<file path="src/rtl/button_debouncer_pkg.sv">
// Shared definitions for the push-button debouncer: FSM state encoding and
// the helper that maps a state onto the debounced "pressed" level.
package button_debouncer_pkg;

  typedef enum logic [1:0] {
    ST_IDLE         = 2'd0,
    ST_PRESS_WAIT   = 2'd1,
    ST_PRESSED      = 2'd2,
    ST_RELEASE_WAIT = 2'd3
  } dbnc_state_e;

  // The button counts as held while it is accepted-pressed or only tentatively released.
  function automatic logic state_is_pressed(input dbnc_state_e s);
    return (s == ST_PRESSED) || (s == ST_RELEASE_WAIT);
  endfunction

endpackage

</file>
<file path="src/rtl/button_debouncer_sync_2ff.sv">
// Two-flop synchronizer for a single asynchronous input; reset loads both
// flops with RST_VAL so the first synchronized samples are a known idle level.
module sync_2ff #(
  parameter logic RST_VAL = 1'b0
) (
  input  logic clk,
  input  logic rst,
  input  logic d,
  output logic q
);

  logic meta_q;
  logic sync_q;

  always_ff @(posedge clk) begin
    if (rst) begin
      meta_q <= RST_VAL;
      sync_q <= RST_VAL;
    end else begin
      meta_q <= d;
      sync_q <= meta_q;
    end
  end

  assign q = sync_q;

endmodule

</file>
<file path="src/rtl/button_debouncer.sv">
// Push-button debouncer: synchronizes a raw pin, accepts a new level only after
// it holds for STABLE_CYCLES samples, and emits level, press/release strobes and a press count.
module button_debouncer
  import button_debouncer_pkg::*;
#(
  parameter int unsigned STABLE_CYCLES  = 24'd250000,
  parameter int unsigned CNT_WIDTH      = 24,
  parameter bit          BTN_ACTIVE_LOW = 1'b1,
  parameter int unsigned OUTPUT_SIZE    = 4
) (
  input  logic                   clk,
  input  logic                   rst,
  input  logic                   btn,
  output logic                   pressed,
  output logic                   press_pulse,
  output logic                   release_pulse,
  output logic [OUTPUT_SIZE-1:0] press_count
);

  localparam logic [CNT_WIDTH-1:0] LAST_TICK = CNT_WIDTH'(STABLE_CYCLES - 1);

  logic btn_sync;
  logic btn_n;

  // Reset value is the raw level of a released button for the chosen polarity.
  sync_2ff #(
    .RST_VAL (BTN_ACTIVE_LOW)
  ) u_sync (
    .clk (clk),
    .rst (rst),
    .d   (btn),
    .q   (btn_sync)
  );

  assign btn_n = btn_sync ^ BTN_ACTIVE_LOW;

  dbnc_state_e            state_q, state_d;
  logic [CNT_WIDTH-1:0]   timer_q, timer_d;
  logic                   pressed_q, pressed_d;
  logic                   press_pulse_q, press_pulse_d;
  logic                   release_pulse_q, release_pulse_d;
  logic [OUTPUT_SIZE-1:0] count_q, count_d;

  always_ff @(posedge clk) begin
    if (rst) begin
      state_q         <= ST_IDLE;
      timer_q         <= '0;
      pressed_q       <= 1'b0;
      press_pulse_q   <= 1'b0;
      release_pulse_q <= 1'b0;
      count_q         <= '0;
    end else begin
      state_q         <= state_d;
      timer_q         <= timer_d;
      pressed_q       <= pressed_d;
      press_pulse_q   <= press_pulse_d;
      release_pulse_q <= release_pulse_d;
      count_q         <= count_d;
    end
  end

  always_comb begin
    state_d = state_q;
    timer_d = timer_q;
    unique case (state_q)
      ST_IDLE: begin
        if (btn_n) begin
          state_d = ST_PRESS_WAIT;
          timer_d = CNT_WIDTH'(1);
        end
      end
      ST_PRESS_WAIT: begin
        if (!btn_n) begin
          state_d = ST_IDLE;
          timer_d = '0;
        end else if (timer_q == LAST_TICK) begin
          state_d = ST_PRESSED;
          timer_d = '0;
        end else begin
          timer_d = timer_q + CNT_WIDTH'(1);
        end
      end
      ST_PRESSED: begin
        if (!btn_n) begin
          state_d = ST_RELEASE_WAIT;
          timer_d = CNT_WIDTH'(1);
        end
      end
      ST_RELEASE_WAIT: begin
        if (btn_n) begin
          state_d = ST_PRESSED;
          timer_d = '0;
        end else if (timer_q == LAST_TICK) begin
          state_d = ST_IDLE;
          timer_d = '0;
        end else begin
          timer_d = timer_q + CNT_WIDTH'(1);
        end
      end
      default: begin
        state_d = ST_IDLE;
        timer_d = '0;
      end
    endcase
  end

  // Outputs trail the state by one register; strobes mark edges of that registered level.
  always_comb begin
    pressed_d       = state_is_pressed(state_q);
    press_pulse_d   = pressed_d & ~pressed_q;
    release_pulse_d = ~pressed_d & pressed_q;
    count_d         = press_pulse_d ? count_q + OUTPUT_SIZE'(1) : count_q;
  end

  assign pressed       = pressed_q;
  assign press_pulse   = press_pulse_q;
  assign release_pulse = release_pulse_q;
  assign press_count   = count_q;

endmodule

</file>
<file path="config.mk">
export PLATFORM = sky130hd
export DESIGN_NAME = button_debouncer
export DESIGN_NICKNAME = d
export VERILOG_FILES = /design/src/rtl/button_debouncer_pkg.sv /design/src/rtl/button_debouncer_sync_2ff.sv /design/src/rtl/button_debouncer.sv
export SDC_FILE = /design/constraint.sdc
export NUM_CORES = 1
export LEC_CHECK = 0
export ABC_AREA = 1
export CAP_MARGIN = 5
export CORE_MARGIN = 5
export CORE_UTILIZATION = 60
export CTS_BUF_LIST = sky130_fd_sc_hd__clkbuf_4
export DETAILED_ROUTE_END_ITERATION = 8
export PLACE_DENSITY = 0.8
export RECOVER_POWER = 25
export SLEW_MARGIN = 20
export SYNTH_ARGS = -nofsm -noshare
export SYNTH_HDL_FRONTEND = slang
export SYNTH_SLANG_ARGS = --single-unit
</file>
<file path="constraint.sdc">
create_clock -name clk -period 3.5 [get_ports clk]
set_clock_uncertainty 0.05 [all_clocks]
set_input_delay 1.05 -clock clk [delete_from_list [all_inputs] [get_ports clk]]
set_output_delay 1.05 -clock clk [all_outputs]
set_load 0.02 [all_outputs]
</file>
## Word-level counts from Yosys, hierarchy flattened

Cells that the tools add are included.

| storage, ports and cells | value |
|---|---|
| memory bits (read-only) | 0 |
| input port bits | 3 |
| memory bits (writable) | 0 |
| logic and storage cells | 39 |
| bits in registers | 35 |
| output and inout port bits | 7 |
| bits in latches | 0 |
| memories | 0 |

| cells by class | value |
|---|---|
| eq/ne operators | 8 |
| div/mod/pow operators | 0 |
| bitwise operators | 4 |
| order comparisons | 0 |
| shifts and indexed selects | 0 |
| $mul | 0 |
| reduce and logical (&&, ||, !) cells | 4 |
| muxes and demuxes | 13 |
| add/sub/neg operators | 2 |

Operators with widths:

| cell | count |
|---|---|
| two-way mux 24 bit | 5 |
| one-hot mux 24 bit (4 select lines) | 1 |
| adder 24 x 1 -> 24 bit (second input constant) | 1 |
| == test 24 x 18 -> 1 bit (second input constant) | 1 |
| two-way mux 2 bit | 6 |
| one-hot mux 2 bit (4 select lines) | 1 |
| adder 4 x 1 -> 4 bit (second input constant) | 1 |
| == test 2 bit (second input constant) | 2 |
| AND reduction 4 bit | 1 |
| inequality test 3 x 2 -> 1 bit (second input constant) | 1 |
| inequality test 3 bit (second input constant) | 1 |
| AND 1 bit | 2 |
| == test 2 x 1 -> 1 bit (second input constant) | 1 |
| logical NOT 2 bit | 1 |
| inequality test 2 x 1 -> 1 bit (second input constant) | 1 |
| inequality test 2 bit (second input constant) | 1 |
| inverter 1 bit | 2 |
| AND reduction 2 bit | 1 |
| logical OR 1 bit | 1 |

## Logic depth before layout (Yosys ltp)

Gate-level depths: netlist of the first run.

| logic depth | value |
|---|---|
| depth in word-level cells | 4 |
| mapped depth | 10 |
| gate-level depth less buffers | 10 |

## Cells and area by module

From an unflattened synthesis of the first run, not the netlist that was laid out.

| unflattened totals | value |
|---|---|
| cell total of the unflattened synthesis | 299 |
| area total of the unflattened synthesis | 2,127.0 µm² |

Modules (own cells, without submodules):

| module | cells an instance | times used | area each (µm²) |
|---|---|---|---|
| button_debouncer | 292 | 1 | 2,068.2 |
| sync_2ff | 7 | 1 | 58.8 |

## Least setup slack after synthesis of the first run

Ideal clock, no wire load.

| path | value |
|---|---|
| kind | input to register |
| start point | in rst |
| end point | reg timer_q[17] |
| stages | 5 |
| library setup time | 114 ps |
| buffers on the path | 2 |
| data required time | 3,336 ps |
| setup slack | 1,685 ps |
| arrival | 1,651 ps |
| cells stage by stage | clkbuf_1 > inv_1 > nand2_4 > buf_6 > nor2_1 |

RTL lines:

| what | line | RTL |
|---|---|---|
| from (decl) | button_debouncer.sv:12 | `input logic rst,` |
| to (signal assigned) | button_debouncer.sv:54 | `timer_q <= timer_d;` |
| to (decl) | button_debouncer.sv:38 | `logic [CNT_WIDTH-1:0] timer_q, timer_d;` |

==> results of run 1 <==
[cell families (layout without fill, tap and decap cells)]
kind of cell	after synthesis	after routing	synth area share [%]
simple gates	162	162	40.0
compound gates	27	27	8.88
flops	35	35	38.5
xor+xnor	6	6	2.89
buf+inv	38	52	8.33
fa+ha+maj	2	2	1.38
[metal layers]
metal	part of all wire, %	routed length [um]
met4	1.6	59
met5	0	0
met1	47	1770
met2	45	1700
met3	5.8	216
[per-stage QoR]
stage               cells  hold WS, ns  cell area [um^2]
floorplan             270        0.339              1820
global placement      309        0.352              1930
detailed placement    309        0.351              1930
CTS                   317        0.384              2010
global route          317        0.394              2010
finish                317        0.383              2010
[sequential cells by signal, summed over array words and instances (netlist names), named ones only]
| signal | cells |
|---|---|
| timer_q | 24 |
| press_count | 4 |
| press_pulse | 1 |
| pressed | 1 |
| release_pulse | 1 |
| state_q | 1 |
| u_sync.meta_q | 1 |
| u_sync.q | 1 |
[layout make-up]
cell class / count / share of cell area [%]
clock inverter: 3 / 2.18
inverter: 34 / 6.35
sequential: 35 / 34.8
multi-input combinational: 197 / 48.0
tap: 33 / 2.05
clock buffer: 5 / 1.87
timing repair buffer: 10 / 4.67
[critical path, delay by kind of cell]
family	cells	cell delay, ns
buffers and inverters	3	1.36
AND/OR/NAND/NOR	2	0.33
[worst max path at each step]
stage / startpoint / cells past startpoint / slack [ns] / to
2_1_floorplan: rst / 5 / 1.68 / timer_q[17]
3_3_place_gp: rst / 5 / 1.21 / timer_q[21]
3_5_place_dp: rst / 5 / 1.17 / timer_q[15]
4_1_cts: press_count[2] / 1 / 1.02 / press_count[2]
5_1_grt: rst / 5 / 0.81 / timer_q[17]
6_report: rst / 5 / 0.94 / timer_q[15]
[layout by cell type, fill, tap and decap left out]
cell	count
a21oi_1	14
a31o_2	1
and3_1	1
bufinv_16	1
clkbuf_1	1
clkbuf_4	5
clkdlybuf4s50_1	8
clkinv_2	1
clkinv_4	1
dfxtp_1	35
dlygate4sd3_1	1
ha_1	2
inv_1	30
inv_2	4
nand2_1	66
nand2_2	5
nand2_4	1
nand3_1	14
nand3_2	1
nand3_4	1
nand3b_1	1
nand4_1	7
nor2_1	50
nor2_2	2
nor2_4	2
nor3_1	8
o211ai_1	2
o21a_1	1
o21ai_0	3
o21bai_1	6
or2_1	1
or2_2	2
xnor2_1	1
xor2_1	5
[power breakdown]
group	internal [uW]	leakage, uW	switching (uW)	total [uW]
Sequential	409	0.000283	9.15	419
Clock	150	0.0000452	140	290
Combinational	27.4	0.000486	65.9	93.3
Total	587	0.000814	215	802
==> flow_summary.toml, run 1 <==
[synth]
synth_top_cells_by_count = "nand2_1 (66), nor2_1 (50), dfxtp_1 (35)"
synthTopCellsByArea = "dfxtp_1 (39%), nand2_1 (14%), nor2_1 (10%)"
ys.warnings.count = 0
synth.avg_cell_area_um2 = 6.73
async_reset_ff_share_pct = 0
yosys.area.top_type = "dfxtp_1"
synth-seq-cells = 35
syn-num-nets = 275
syn_inst = 270
synth_edf_count = 0
yosys.cell_count.top_type = "nand2_1"
yosysTopAreaCellShare_pct = 38.5
yosysSeqAreaShare_pct = 38.5
synth_ff_type = "dfxtp_1"
synth_cell_types = 30
netlist_area_um2 = 1820

[setup_path]
r2r_end = "timer_q[22]"
regToRegStartpoint = "timer_q[0]"
crit_arrival_ns = 2.75
crit_slowest_cell = "clkbuf_1"
cp.required_ns = 3.69
worstSetupPathType = "in -> reg"
critPathCaptureType = "flip-flop"
cp-start-kind = "input port"
cp_max_fo = 17
worstPathCellList = "dlygate4sd3_1 > clkbuf_1 > inv_1 > nand2_4 > nor2_1"
worst-r2r-cell-count = 8
rrSetupSlack_ns = 1.79
cp_slowest_stage_delay_ns = 0.54

[min_path]
whs_endpoint = "u_sync.q"
hold_path_depth = 1
worstHoldPathType = "reg -> reg"
hold_start = "u_sync.meta_q"

[sta]
slew_violations = 0
worstMarginPinSlew_ns = 0.709
finalCriticalPeriod_ns = 2.56
finalHoldViolations = 0
finalCritPeriodShare_pct = 73.0
setup_viol = 0
setup-tns-final_ns = 0
slew_headroom_pct = 52.7
clock.fmax_mhz = 391
timing.final.ws_setup_ns = 0.944
rsz0062_at_grt = "false"

[layout]
drive_above_1_share_pct = 9.51
fillers = 260
seq_area_um2 = 701
area_growth_syn_to_layout_pct = 10.6
multi_input_area_um2 = 966
nNetsFinal = 288
fin_util_pct = 67.5
antenna_cells = 0

[grt]
antenna_found_initial = 0
grt_use_met2_pct = 32.3
grt_pass1_wl_mm = 6.64
grtUsageMet3_pct = 5.20
grt_busiest_layer = "met2"
grt_overflow_total = 0
grt_pass1_vias = 1556
grt_max_degree = 18
grt_util_met1_pct = 26.1
grt_usage_pct = 20.3

[power_and_ir_drop]
power_uw = 802
ir_drop_uv = 312
leakage_uw = 0.000814
p_per_area_nw_per_um2 = 399

[clock_tree]
cts_buffers = 5
cts.clk_slew.worst_paths_ns = 0.11
cts_root_buf = "clkbuf_4"
clkSinkCount = 35
cts_hold_buf = 0
post_cts_resize_count = 0
cts_setup_buffers = 0
cts_tree = "done"
clkLatencyLatePin_ns = 0.35
htreeDepth = 2
cts.path.max_buffers = 2

[place]
io_buffer_count = 9
hpwl_mm = 2.76
gp_congestion = 0.852
dp_worst_setup_slack_ns = 1.17

[route]
finalWirelength_mm = 3.75
vias = 1672
route.detailed.drc = 0
postRouteAntennaNets = 0
wl_per_cell_um = 11.8
viasPerCell = 5.27
first_pass_iters = 4
drt_iter0_markers = 129

[die]
dieArea_um2 = 4230
die_width_um = 65.0
rows = 20
die_h_um = 65.0
start_util_pct = 61.1
ios = 10
core-area_um2 = 2980

[status]
status = "finished, final reports clean"

[run]
maxCapViolCount = 0
Power figures use the tool's default switching activity.
==> run 2: changes to the inputs <==
==> constraint.sdc (replaced) <==
create_clock -name clk -period 2.5 [get_ports clk]
set_clock_uncertainty 0.05 [all_clocks]
set_input_delay 0.75 -clock clk [delete_from_list [all_inputs] [get_ports clk]]
set_output_delay 0.75 -clock clk [all_outputs]
set_load 0.02 [all_outputs]
==> flow_summary.toml, run 2 (same netlist as run 1, synthesis figures left out) <==
[place]
hpwl_mm = 2.75
place_area_um2 = 1930
io_buffer_count = 9
gp_congestion = 0.914

[sta]
slew_headroom_pct = 56.9
finalCriticalPeriod_ns = 2.15
setup-tns-final_ns = 0
finalHoldViolations = 0
slew_violations = 0
worstMarginPinSlew_ns = 0.646
clock.fmax_mhz = 466
finalCritPeriodShare_pct = 85.8
rsz0062_at_grt = "false"
setup_viol = 0

[layout]
antenna_cells = 0
top_register = "timer_q"
final_cell_area_um2 = 2010
area_growth_syn_to_layout_pct = 10.3
largest_register_ff_count = 24
final_common_cell = "nand2_1"
mostFrequentLayoutCells = "nand2_1 (66), nor2_1 (50), dfxtp_1 (35)"
drive_above_1_share_pct = 8.80
nNetsFinal = 288
fin_util_pct = 67.4

[route]
drt_iter0_markers = 128
vias = 1689
wl_per_cell_um = 11.8
route.detailed.drc = 0
postRouteAntennaNets = 0
first_pass_iters = 5
viasPerCell = 5.33
finalWirelength_mm = 3.75

[clock_tree]
cts.clk_slew.worst_paths_ns = 0.12
cts_hold_buf = 0
cts_root_buf = "clkbuf_4"
clkSinkCount = 35
htreeDepth = 2
cts.path.max_buffers = 2
post_cts_resize_count = 0
cts_setup_buffers = 0
cts_tree = "done"
clkLatencyLatePin_ns = 0.35
cts_buffers = 5

[setup_path]
crit_arrival_ns = 1.35
cp_max_fo = 4
critical_path.top_delay_family = "buffers and inverters"
path_buf_inv = 1
cp_slowest_stage_delay_ns = 0.62
crit_slowest_cell = "clkdlybuf4s50_1"
worstSetupPathType = "reg -> out"
cp.required_ns = 1.70
cp-start-kind = "flip-flop"
worstPathCellList = "clkdlybuf4s50_1"
critPathCaptureType = "primary output"

[grt]
grt_overflow_total = 0
grt_pass1_vias = 1461
grt_pass1_wl_mm = 6.41
grt_max_degree = 17
antenna_found_initial = 0
grt_usage_pct = 19.6

[status]
status = "finished, final reports clean"

[die]
ios = 10
dieArea_um2 = 4230
rows = 20
die_h_um = 65.0
core-area_um2 = 2980
start_util_pct = 61.1
die_width_um = 65.0

[run]
maxCapViolCount = 0

[min_path]
worstHoldPathType = "reg -> reg"

[power_and_ir_drop]
p_per_area_nw_per_um2 = 556
leakage_uw = 0.000811
ir_drop_uv = 368
-- run 2: cell count changes in the layout (fill, tap and decap cells not counted), sizes merged --
cell | previous run | this run
clkinv | 2 | 3
inv | 34 | 33
-- run 2: final timing paths --
kind | start | end | slack (ns) | cells after the start
worst max-delay path | press_count[2] | press_count[2] | 0.35 | 1
worst min-delay path | state_q[0] | timer_q[0] | 0.37 | 1
worst max register to register | timer_q[0] | timer_q[20] | 0.77 | 8
worst min register to register | state_q[0] | timer_q[0] | 0.37 | 1
-- run 2: final cells by class --
cell class | instances | area [um^2]
Clock buffer | 5 | 37.5
Clock inverter | 3 | 38.8
Fill cell | 272 | 972
Inverter | 34 | 128
Multi-Input combinational cell | 197 | 966
Sequential cell | 35 | 701
Tap cell | 33 | 41.3
Timing Repair Buffer | 10 | 93.8
-- run 2: report_power, final --
group          switching, uW  internal [uW]
Combinational           94.8           38.5
Sequential              12.5            573
Clock                    190            206
-- run 2: per-stage QoR --
step | hold WS, ns | worst slack, ns | total power [uW] | std cells
after global placement | 0.360 | 0.655 | 731 | 309
after global routing | 0.411 | 0.289 | 1170 | 317
after CTS | 0.380 | 0.339 | 1130 | 317
after floorplan | 0.339 | 0.985 | 694 | 270
final | 0.370 | 0.354 | 1110 | 317
after detailed placement | 0.368 | 0.627 | 734 | 309
-- run 2: metal layers --
metal	wire length [um]	GRT usage, %	up-vias	part of all wire (%)
met2	1670	29.6	51	45
met1	1810	27.4	752	48
met3	226	3.64	5	6.0
met5	0	0	-	0
li1	-	-	881	-
met4	45	7.77	0	1.2
==> run 3: changes to the inputs <==
==> constraint.sdc (replaced) <==
create_clock -name clk -period 2.5 [get_ports clk]
set_clock_uncertainty 0.05 [all_clocks]
set_input_delay 0.75 -clock clk [delete_from_list [all_inputs] [get_ports clk]]
set_output_delay 0.75 -clock clk [all_outputs]
set_load 0.1 [all_outputs]
==> flow_summary.toml, run 3 (same netlist as run 1, synthesis figures left out) <==
[status]
status = "finished, final reports clean"

[place]
io_buffer_count = 9
dp_worst_setup_slack_ns = 0.664
dp_cells = 309
hpwl_mm = 2.89
gp_congestion = 0.887

[clock_tree]
htreeDepth = 2
clkSinkCount = 35
cts_hold_buf = 0
cts_root_buf = "clkbuf_4"
cts.clk_slew.worst_paths_ns = 0.12
cts.path.max_buffers = 2
post_cts_resize_count = 0
cts_tree = "done"
clkLatencyLatePin_ns = 0.35
cts_buffers = 5
cts_setup_buffers = 0

[grt]
grt_overflow_total = 0
grt_pass1_vias = 1478
grt_max_degree = 17
antenna_found_initial = 0
grt_pass1_wl_mm = 6.75
grt_usage_pct = 20.7

[layout]
mostFrequentLayoutCells = "nand2_1 (67), nor2_1 (50), dfxtp_1 (35)"
top_register = "timer_q"
drive_above_1_share_pct = 11.6
layout.cells.non_filler = 317
antenna_cells = 0
area_growth_syn_to_layout_pct = 10.8
final_common_cell = "nand2_1"
largest_register_ff_count = 24
nNetsFinal = 288

[setup_path]
crit_arrival_ns = 2.09
cp.required_ns = 2.71
critPathCaptureType = "flip-flop"
cp-start-kind = "input port"
path_buf_inv = 2
cp_max_fo = 16
cp_slowest_stage_delay_ns = 0.54
worstSetupPathType = "in -> reg"
crit_slowest_cell = "dlygate4sd3_1"
worstPathCellList = "dlygate4sd3_1 > clkbuf_1 > a21oi_1 > and3_1"
critical_path.top_delay_family = "buffers and inverters"

[power_and_ir_drop]
clkPwrFrac_pct = 40.6
p_int_uw = 932
power_frac_comb_pct = 13.5
leakage_uw = 0.000839
p_per_area_nw_per_um2 = 633
netSwitchingPower_uw = 343
seq_power_share_pct = 45.9
ir_drop_uv = 560
p_sw_share_pct = 26.9

[die]
start_util_pct = 61.1
die_width_um = 65.0
core-area_um2 = 2980
die_h_um = 65.0
rows = 20
dieArea_um2 = 4230
ios = 10

[route]
finalWirelength_mm = 3.89
wl_per_cell_um = 12.3
vias = 1658
drt_iter0_markers = 152
route.detailed.drc = 0
postRouteAntennaNets = 0
first_pass_iters = 4
viasPerCell = 5.23

[sta]
finalCriticalPeriod_ns = 1.88
finalHoldViolations = 0
slew_headroom_pct = 55.4
holdWs_ns = 0.375
setup_viol = 0
clock.fmax_mhz = 533
worstMarginPinSlew_ns = 0.668
setup-tns-final_ns = 0
finalCritPeriodShare_pct = 75.1
slew_violations = 0
rsz0062_at_grt = "false"
timing.final.ws_setup_ns = 0.623

[min_path]
worstHoldPathType = "reg -> reg"

[run]
maxCapViolCount = 0
## run 3: layout make-up
type	count	area [um^2]
multi-input combinational	197	963
fill	266	963
sequential	35	701
inverter	34	128
timing repair buffer	10	76.3
clock inverter	2	60.1
clock buffer	6	45.0
tap	33	41.3
## run 3: layer usage
layer,track usage (%),part of all wire (%),routed length (um),up-vias
li1,-,-,-,879
met1,27.8,49,1920,743
met2,31.2,45,1740,30
met3,5.37,4.3,169,6
met4,8.81,1.6,61,0
met5,0,0,0,-
## run 3: worst paths after layout
kind                      start          end  slack (ns)  cells past startpoint
setup reg to reg     timer_q[0]  timer_q[22]        0.73                      8
hold reg to reg   u_sync.meta_q     u_sync.q        0.38                      1
setup / recovery            rst   timer_q[6]        0.62                      4
hold / removal    u_sync.meta_q     u_sync.q        0.38                      1
## run 3: power by group through the flow
| stage | sequential [uW] | clock [uW] | combinational (uW) |
|---|---|---|---|
| 2_1_floorplan | 643 | 0 | 90.6 |
| 3_3_place_gp | 598 | 0 | 170 |
| 3_5_place_dp | 598 | 0 | 175 |
| 4_1_cts | 586 | 526 | 175 |
| 5_1_grt | 588 | 551 | 184 |
| 6_report | 586 | 517 | 172 |
## run 3: through the flow
stage / instance area [um^2] / power (uW) / utilization (%)
6_report: 2010 / 1270 / 67.6
2_1_floorplan: 1820 / 734 / -
3_3_place_gp: 1920 / 768 / 64.3
5_1_grt: 2010 / 1320 / 67.6
3_5_place_dp: 1920 / 773 / 64.3
4_1_cts: 2020 / 1290 / 67.9
## run 3: worst register-to-register path, delay by kind of cell (launching register included)
kind | cells | cell delay, ns
adder cells (fa/ha/maj) | 1 | 0.21
flip-flops | 1 | 0.40
AND/OR/NAND/NOR | 7 | 1.00
